File: src/rtl/bt_cmd_pkg.sv
// Shared constants and types for the Bluetooth motor command decoder.
// ASCII command codes, receiver FSM states and the byte-to-command decode.
package bt_cmd_pkg;

  localparam logic [7:0] CMD_FWD_U  = 8'h46;
  localparam logic [7:0] CMD_FWD_L  = 8'h66;
  localparam logic [7:0] CMD_REV_U  = 8'h52;
  localparam logic [7:0] CMD_REV_L  = 8'h72;
  localparam logic [7:0] CMD_STOP_U = 8'h53;
  localparam logic [7:0] CMD_STOP_L = 8'h73;

  typedef enum logic [1:0] {IDLE, START, DATA, STOP} rx_state_t;

  typedef enum logic [1:0] {CMD_UNK, CMD_FWD, CMD_REV, CMD_STOP} cmd_t;

  function automatic cmd_t decode_cmd(input logic [7:0] b);
    case (b)
      CMD_FWD_U, CMD_FWD_L:   return CMD_FWD;
      CMD_REV_U, CMD_REV_L:   return CMD_REV;
      CMD_STOP_U, CMD_STOP_L: return CMD_STOP;
      default:                return CMD_UNK;
    endcase
  endfunction

endpackage

File: src/rtl/uart_rx_core.sv
// 8N1 UART receiver: 2-FF synchronizer, mid-bit sampling FSM, byte/valid/framing-error outputs.
// Returns to IDLE right after the stop-bit sample so a back-to-back start edge is not missed.
module uart_rx_core
  import bt_cmd_pkg::*;
#(
  parameter int CLKS_PER_BIT = 5208
) (
  input  logic       clk,
  input  logic       rst_n,
  input  logic       uart_rx,
  output logic [7:0] rx_byte,
  output logic       rx_valid,
  output logic       frame_err
);

  localparam int CW = (CLKS_PER_BIT > 1) ? $clog2(CLKS_PER_BIT) : 1;
  localparam logic [CW-1:0] FULL_M1 = CW'(CLKS_PER_BIT - 1);
  localparam logic [CW-1:0] HALF_M1 = CW'(CLKS_PER_BIT / 2 - 1);

  logic            r_sync1, r_sync2, r_rx_d;
  rx_state_t       r_state, w_state_n;
  logic [CW-1:0]   r_cnt, w_cnt_n;
  logic [2:0]      r_bit_idx, w_bit_n;
  logic [7:0]      r_shift, w_shift_n;
  logic [7:0]      r_byte, w_byte_n;
  logic            r_valid, w_valid_n;
  logic            r_ferr, w_ferr_n;
  logic            w_fall, w_tick;

  assign w_fall = r_rx_d & ~r_sync2;
  // Start bit is checked at half a bit; every later sample is one full bit apart.
  assign w_tick = (r_state == START) ? (r_cnt == HALF_M1) : (r_cnt == FULL_M1);

  always_comb begin
    w_state_n = r_state;
    w_cnt_n   = r_cnt + 1'b1;
    w_bit_n   = r_bit_idx;
    w_shift_n = r_shift;
    w_byte_n  = r_byte;
    w_valid_n = 1'b0;
    w_ferr_n  = 1'b0;
    case (r_state)
      IDLE: begin
        w_cnt_n = '0;
        if (w_fall) w_state_n = START;
      end
      START: begin
        if (w_tick) begin
          w_cnt_n = '0;
          if (r_sync2) begin
            w_state_n = IDLE;
          end else begin
            w_state_n = DATA;
            w_bit_n   = '0;
          end
        end
      end
      DATA: begin
        if (w_tick) begin
          w_cnt_n   = '0;
          w_shift_n = {r_sync2, r_shift[7:1]};
          w_bit_n   = r_bit_idx + 1'b1;
          if (r_bit_idx == 3'd7) w_state_n = STOP;
        end
      end
      STOP: begin
        if (w_tick) begin
          w_cnt_n   = '0;
          w_state_n = IDLE;
          if (r_sync2) begin
            w_valid_n = 1'b1;
            w_byte_n  = r_shift;
          end else begin
            w_ferr_n  = 1'b1;
          end
        end
      end
      default: begin
        w_state_n = IDLE;
        w_cnt_n   = '0;
      end
    endcase
  end

  always_ff @(posedge clk or negedge rst_n) begin
    if (!rst_n) begin
      r_sync1   <= 1'b1;
      r_sync2   <= 1'b1;
      r_rx_d    <= 1'b1;
      r_state   <= IDLE;
      r_cnt     <= '0;
      r_bit_idx <= '0;
      r_shift   <= '0;
      r_byte    <= '0;
      r_valid   <= 1'b0;
      r_ferr    <= 1'b0;
    end else begin
      r_sync1   <= uart_rx;
      r_sync2   <= r_sync1;
      r_rx_d    <= r_sync2;
      r_state   <= w_state_n;
      r_cnt     <= w_cnt_n;
      r_bit_idx <= w_bit_n;
      r_shift   <= w_shift_n;
      r_byte    <= w_byte_n;
      r_valid   <= w_valid_n;
      r_ferr    <= w_ferr_n;
    end
  end

  assign rx_byte   = r_byte;
  assign rx_valid  = r_valid;
  assign frame_err = r_ferr;

endmodule

File: src/rtl/bt_motor_cmd_decoder.sv
// Turns Bluetooth UART bytes into forward/reverse/stop pulses for the motor controller,
// with a safety stop on framing errors and on link silence while the motor runs.
module bt_motor_cmd_decoder
  import bt_cmd_pkg::*;
#(
  parameter int CLK_FREQ    = 50_000_000,
  parameter int BAUD        = 9600,
  parameter int WDOG_CYCLES = 50_000_000
) (
  input  logic       clk,
  input  logic       rst_n,
  input  logic       uart_rx,
  output logic       forward_cmd,
  output logic       reverse_cmd,
  output logic       stop_cmd,
  output logic [7:0] rx_byte,
  output logic       rx_valid,
  output logic       frame_err,
  output logic       unknown_cmd,
  output logic       running
);

  localparam int CLKS_PER_BIT = CLK_FREQ / BAUD;
  localparam int WW = (WDOG_CYCLES > 0) ? $clog2(WDOG_CYCLES + 1) : 1;
  localparam logic [WW-1:0] WD_TERM = WW'(WDOG_CYCLES);
  localparam logic [WW-1:0] WD_LAST = (WDOG_CYCLES > 0) ? WW'(WDOG_CYCLES - 1) : '0;

  logic [7:0]    w_byte;
  logic          w_valid, w_ferr, w_wd_hit;
  cmd_t          w_cmd;
  logic          r_fwd, r_rev, r_stop, r_unk, r_running;
  logic [WW-1:0] r_wd_cnt;

  uart_rx_core #(
    .CLKS_PER_BIT(CLKS_PER_BIT)
  ) u_rx (
    .clk      (clk),
    .rst_n    (rst_n),
    .uart_rx  (uart_rx),
    .rx_byte  (w_byte),
    .rx_valid (w_valid),
    .frame_err(w_ferr)
  );

  assign w_cmd = decode_cmd(w_byte);
  // A byte arriving on the terminal count suppresses the watchdog; its decode takes over.
  assign w_wd_hit = (WDOG_CYCLES > 0) && r_running && !w_valid && (r_wd_cnt == WD_LAST);

  always_ff @(posedge clk or negedge rst_n) begin
    if (!rst_n) begin
      r_fwd     <= 1'b0;
      r_rev     <= 1'b0;
      r_stop    <= 1'b0;
      r_unk     <= 1'b0;
      r_running <= 1'b0;
      r_wd_cnt  <= '0;
    end else begin
      r_fwd  <= w_valid && (w_cmd == CMD_FWD);
      r_rev  <= w_valid && (w_cmd == CMD_REV);
      r_stop <= (w_valid && (w_cmd == CMD_STOP)) || w_wd_hit;
      r_unk  <= w_valid && (w_cmd == CMD_UNK);
      if (stop_cmd)            r_running <= 1'b0;
      else if (r_fwd || r_rev) r_running <= 1'b1;
      if (w_valid || !r_running) r_wd_cnt <= '0;
      else if (r_wd_cnt != WD_TERM) r_wd_cnt <= r_wd_cnt + 1'b1;
    end
  end

  assign forward_cmd = r_fwd;
  assign reverse_cmd = r_rev;
  // Framing-error stop is not delayed so it coincides with frame_err.
  assign stop_cmd    = r_stop | w_ferr;
  assign unknown_cmd = r_unk;
  assign running     = r_running;
  assign rx_byte     = w_byte;
  assign rx_valid    = w_valid;
  assign frame_err   = w_ferr;

endmodule

File: config.mk
export PLATFORM = sky130hd
export DESIGN_NAME = bt_motor_cmd_decoder
export DESIGN_NICKNAME = d
export VERILOG_FILES = /design/src/rtl/bt_cmd_pkg.sv /design/src/rtl/uart_rx_core.sv /design/src/rtl/bt_motor_cmd_decoder.sv
export SDC_FILE = /design/constraint.sdc
export NUM_CORES = 1
export LEC_CHECK = 0
export ABC_AREA = 0
export CAP_MARGIN = 20
export CORE_ASPECT_RATIO = 2
export CORE_MARGIN = 2
export CORE_UTILIZATION = 45
export DETAILED_ROUTE_END_ITERATION = 6
export GPL_TIMING_DRIVEN = 1
export PLACE_DENSITY = 0.74
export SYNTH_ARGS = -nofsm -noshare
export SYNTH_HDL_FRONTEND = slang
export SYNTH_SLANG_ARGS = --single-unit
File: constraint.sdc
create_clock -name clk -period 3.6 [get_ports clk]
set_input_delay 0.36 -clock clk [delete_from_list [all_inputs] [get_ports clk]]
set_output_delay 0.36 -clock clk [all_outputs]
set_load 0.02 [all_outputs]
* Word-level counts from Yosys, hierarchy flattened
Index checks and enable logic that the tools add are counted.
** Storage, ports and cells
- Register bits after elaboration :: 70
- Output and inout bits :: 15
- Bits of input ports :: 3
** Operators by class
- Eq/ne operators :: 23
- Bitwise logic cells :: 3
- Reduce and logical (&&, ||, !) cells :: 24
- Mux-type cells :: 25
- $add $sub $neg :: 3
** Operators by type and width (number)
- $mux 26 :: 2
- $eq 8x7->1 const B :: 6
- $add 26x1->26 const B :: 1
- $eq 26x26->1 const B :: 1
- $ne 26x26->1 const B :: 1
- $pmux 13 s2 :: 1
- $add 13x1->13 const B :: 1
- $eq 13x12->1 const B :: 1
- $eq 13x13->1 const B :: 1
- $mux 13 :: 1
- $mux 2 :: 6
- $ne 2x1->1 const B :: 5
- $mux 1 :: 9
- $mux 3 :: 3
- $eq 2x2->1 const B :: 4
- $pmux 2 s4 :: 1
- $logic_and 1x1->1 :: 6
- $pmux 2 s3 :: 1
- $pmux 3 s2 :: 1
- $reduce_bool 2->1 :: 3
- $reduce_or 2->1 :: 3
- $reduce_and 5->1 :: 1
- $eq 2x1->1 const B :: 2
- $logic_not 2->1 :: 2
- 12 further kinds :: 15

* Longest topological paths before layout
- Word-level depth :: 6
- Depth in mapped cells :: 6

* By module
From an unflattened synthesis, not the netlist that was laid out.
** Unflattened totals
- Cells, all modules :: 311
- Area total of the unflattened synthesis :: 3478.3 um^2
** Modules (own cells, without submodules)
- uart_rx_core :: seq. area each 979.7 um^2, area an instance 1778.0 um^2, times used 1, cells an instance 135
- bt_motor_cmd_decoder :: seq. area each 775.7 um^2, area an instance 1700.4 um^2, times used 1, cells an instance 176

* Worst setup path after synthesis
Ideal clock, no wire load.
- Kind :: reg-to-reg
- Start point :: register u_rx.r_cnt[2]
- End point :: register u_rx.r_byte[0], in the netlist u_rx.rx_byte[0]
- Arrival time :: 1.756 ns
- Slack :: 1.719 ns
- Library setup time :: 0.125 ns
- Cell stages (with the launch flop) :: 6
- Cells stage by stage :: dfrtp_1 a211oi_2 nand3_2 or4_4 buf_6 mux2_4
** Between the ends
- Cells in the longest elaborated chain, start to end :: 3
- Elaborated cells between the ends (all ways) :: 4
** Ends and longest elaborated chain
- start: declaration :: line uart_rx_core.sv:22 : logic [CW-1:0] r_cnt, w_cnt_n;
- start signal: assignment :: line uart_rx_core.sv:102 : r_cnt <= w_cnt_n;
- $eq 13x13->1 or $eq 13x12->1 (tied branches) :: line uart_rx_core.sv:32 : assign w_tick = (r_state == START) ? (r_cnt == HALF_M1) : (r_cnt == FULL_M1);
- $mux 1 (*) :: line uart_rx_core.sv:32
- $reduce_and 3->1 (no source line) (*)
- end signal: assignment :: line uart_rx_core.sv:105 : r_byte <= w_byte_n;
- end: declaration :: line uart_rx_core.sv:25 : logic [7:0] r_byte, w_byte_n;
Mark *: on every way between the ends. The rest lies on a longest branch, timed or not.
A chain may end at the register's enable or synchronous reset.

* Final worst setup path
- Start point :: register u_rx.r_cnt[2]
- End point :: register u_rx.r_shift[7]
** Between the ends
- Cells in the longest elaborated chain, start to end :: 3
- Elaborated cells between the ends (all ways) :: 4
** Ends and longest elaborated chain
- $eq 13x13->1 or $eq 13x12->1 (tied branches) :: line uart_rx_core.sv:32
- $mux 1 (*) :: line uart_rx_core.sv:32
- $reduce_and 2->1 (no source line) (*)
- end signal: assignment :: line uart_rx_core.sv:104 : r_shift <= w_shift_n;
- end: declaration :: line uart_rx_core.sv:24 : logic [7:0] r_shift, w_shift_n;
Marks and branches as above.

==> impl_metrics.tcl <==
set metrics [dict create \
    ys_seq_area_share_pct 50.0 \
    drt_pass1_iterations 4 \
    post_dp_cell_area_sq_um 3740 \
    final_max_slew_viol_count 0 \
    maxSlewHeadroom_pct 58.6 \
    yosysWarnings 0 \
    hpwl_mm 5.10 \
    rsz0062_at_grt "false" \
    cts_tree "yes" \
    syn_area_per_cell_sq_um 10.6 \
    post_cts_resized 0 \
    synthesis.area_sq_um 3510 \
    start_util_pct 46.2 \
    drv_cap 0 \
    track_usage_pct 19.0 \
    vias_per_cell 5.79 \
    grt_max_degree 48 \
    end_kind "register" \
    min_path_type "in2async" \
    cp.required_ns 3.82 \
    fill_cells 686 \
    leakage_nw 1.69 \
    nets 356 \
    avgRoutedWirePerCell_microns 16.0 \
    design_area_sq_um 4040 \
    final-instance-count-excl-fill 447 \
    drtIter0Drc 151 \
    diodes 0 \
    crit_arrival_ns 2.20 \
    clk_latency_ns 0.34 \
    reg2reg_from "u_rx.r_cnt[2]" \
    drive_gt1_share_pct 14.2 \
    fin_skew_ns 0.00422 \
    synth_cells 331 \
    async_flop_share_pct 100 \
    postLayoutCoreUtil_pct 53.1 \
    num_io_pins 18 \
    dieArea_sq_um 8560 \
    die_w_microns 66.4 \
    status "finished, final reports clean" \
    dominantRegCellSynth "dfrtp_1" \
    hold_buffers 0 \
    setup_viol 0 \
    finalSetupTns_ns 0 \
    drt.antenna.violating_nets 0 \
    coreArea_sq_um 7600 \
    total_power_mw 1.93 \
    die_h_microns 129 \
    grt_pass1_wl_mm 12.4 \
    area_growth_pct 15.0 \
    synth_edf_count 0 \
    path_class "reg2reg" \
    hold_violations 0 \
    routed_wirelength_mm 7.14 \
    min_period_over_period_pct 55.0 \
    fmax_ghz 0.505 \
    cp-start-kind "register" \
    layout_min_cycle_time_ns 1.98 \
    port_buffers 17 \
    ys_ff_latch 70 \
    path_clk_slew_ns 0.05 \
    powerDensity_nw_per_um2 477 \
    drc 0 \
    cts_buffers 9 \
    peakVddDrop_uv 349 \
    overflow 0 \
    synth_cell_type_count 54 \
    rows 45 \
    grt_pass1_vias 2623 \
    cts.sinks 70 \
    cts_root_buffer "clkbuf_16" \
    synth_fp_nets 339 \
    place_congestion 0.835 \
    via_count 2588 \
    tightest_slew_ns 0.617 \
    critPathLaunch "u_rx.r_cnt[2]" \
    dp.cells 431 \
    critPathMaxFanout 8 \
    antenna_found_initial 0 \
    postCtsSetupBuffers 0 \
    cts_buffer_depth 2 \
    ctsHtreeMaxLevel 3 \
]
cells by family (layout without fill, tap and decap cells):
family	after synthesis	after routing	synth area share, %
flip-flops	70	70	50.0
XOR/XNOR	21	21	5.24
adder cells (fa/ha/maj)	5	5	1.78
AO/OA/AOI/OAI	44	44	8.59
AND/OR/NAND/NOR	146	146	24.3
multiplexers	18	18	6.60
buffers and inverters	27	49	3.50
final timing paths:
| path | cells after the start | endpoint | slack (ns) |
|---|---|---|---|
| setup / recovery | 4 | u_rx.r_shift[7] | 1.62 |
| hold / removal | 1 | r_wd_cnt[24] | 0.01 |
| setup reg to reg | 4 | u_rx.r_shift[7] | 1.62 |
| hold reg to reg | 0 | u_rx.r_sync2 | 0.36 |
| max in group asynchronous | 2 | u_rx.r_shift[5] | 2.61 |
| min in group clk | 0 | u_rx.r_sync2 | 0.36 |
routing by layer:
metal / vias up / share of wire [%] / track usage, %
met5: - / 0 / 0
met4: 0 / 2.0 / 8.04
met1: 1290 / 38 / 20.6
met2: 42 / 57 / 34.7
met3: 12 / 2.5 / 3.76
li1: 1244 / - / -
metrics by stage:
| step | worst slack (ns) | hold WS, ns |
|---|---|---|
| 2_1_floorplan | 1.72 | 0.0644 |
| 3_3_place_gp | 1.66 | 0.347 |
| 3_5_place_dp | 1.62 | 0.349 |
| 4_1_cts | 1.60 | 0.0269 |
| 5_1_grt | 1.46 | 0.0656 |
| 6_report | 1.62 | 0.00992 |
state kept, by name, summed over array words and instances, names as in the netlist, 3 cells and up, named ones only:
signal,count
r_wd_cnt,26
u_rx.r_bit_idx,3
u_rx.r_cnt,13
u_rx.r_shift,8
u_rx.rx_byte,8
cell usage in the layout, fill, tap and decap left out, types with 9 or more instances in the layout:
master,instances
a21oi_1,16
nand3_1,13
dfrtp_1,67
nor2_1,32
nand4_1,10
clkdlybuf4s50_1,16
xnor2_1,14
clkbuf_16,9
nor3_1,13
nand2_1,17
mux2_2,9
or4_1,11
inv_1,14
o31ai_1,10
power breakdown:
part           internal [mW]  leakage, nW  switching [mW]
Sequential             0.829        0.950          0.0533
Clock                  0.540        0.139           0.339
Combinational         0.0651        0.601          0.0997
worst max-delay path: stages (launching register included):
cell	delay (ns)
dfrtp_1	0.45
a211oi_2	0.30
nand3_2	0.16
nor3_2	0.55
mux2_2	0.41
final cells by class:
type                       count  area, sq um  share of cell area (%)
multi-input combinational    234         1630                    40.4
inverter                      14         52.6                    1.30
sequential                    70         1760                    43.5
tap                           94          118                    2.91
timing repair buffer          19          180                    4.46
clock inverter                 6         71.3                    1.77
clock buffer                  10          229                    5.67
Yosys cell counts (all sizes together) (3+ instances only):
cell type / number / share of area, %
and2: 6 / 1.1
nor4: 8 / 1.4
xnor2: 14 / 3.5
or3: 4 / 0.86
nand2b: 3 / 0.54
o31ai: 10 / 2.1
mux2: 17 / 6.3
nand3: 15 / 2.4
ha: 5 / 1.8
nor2: 32 / 3.4
nor3: 14 / 2.1
nand2: 17 / 1.8
nor2b: 4 / 0.93
inv: 14 / 1.5
and3: 5 / 0.89
or4: 12 / 2.7
clkbuf: 8 / 0.86
dfrtp: 67 / 48
a221o: 3 / 0.86
a21oi: 16 / 2.3
buf: 5 / 1.1
o21ai: 5 / 0.71
nand4: 11 / 2.1
xor2: 7 / 1.7
dfstp: 3 / 2.2
and4: 3 / 0.75
Power figures use the tool's default switching activity.
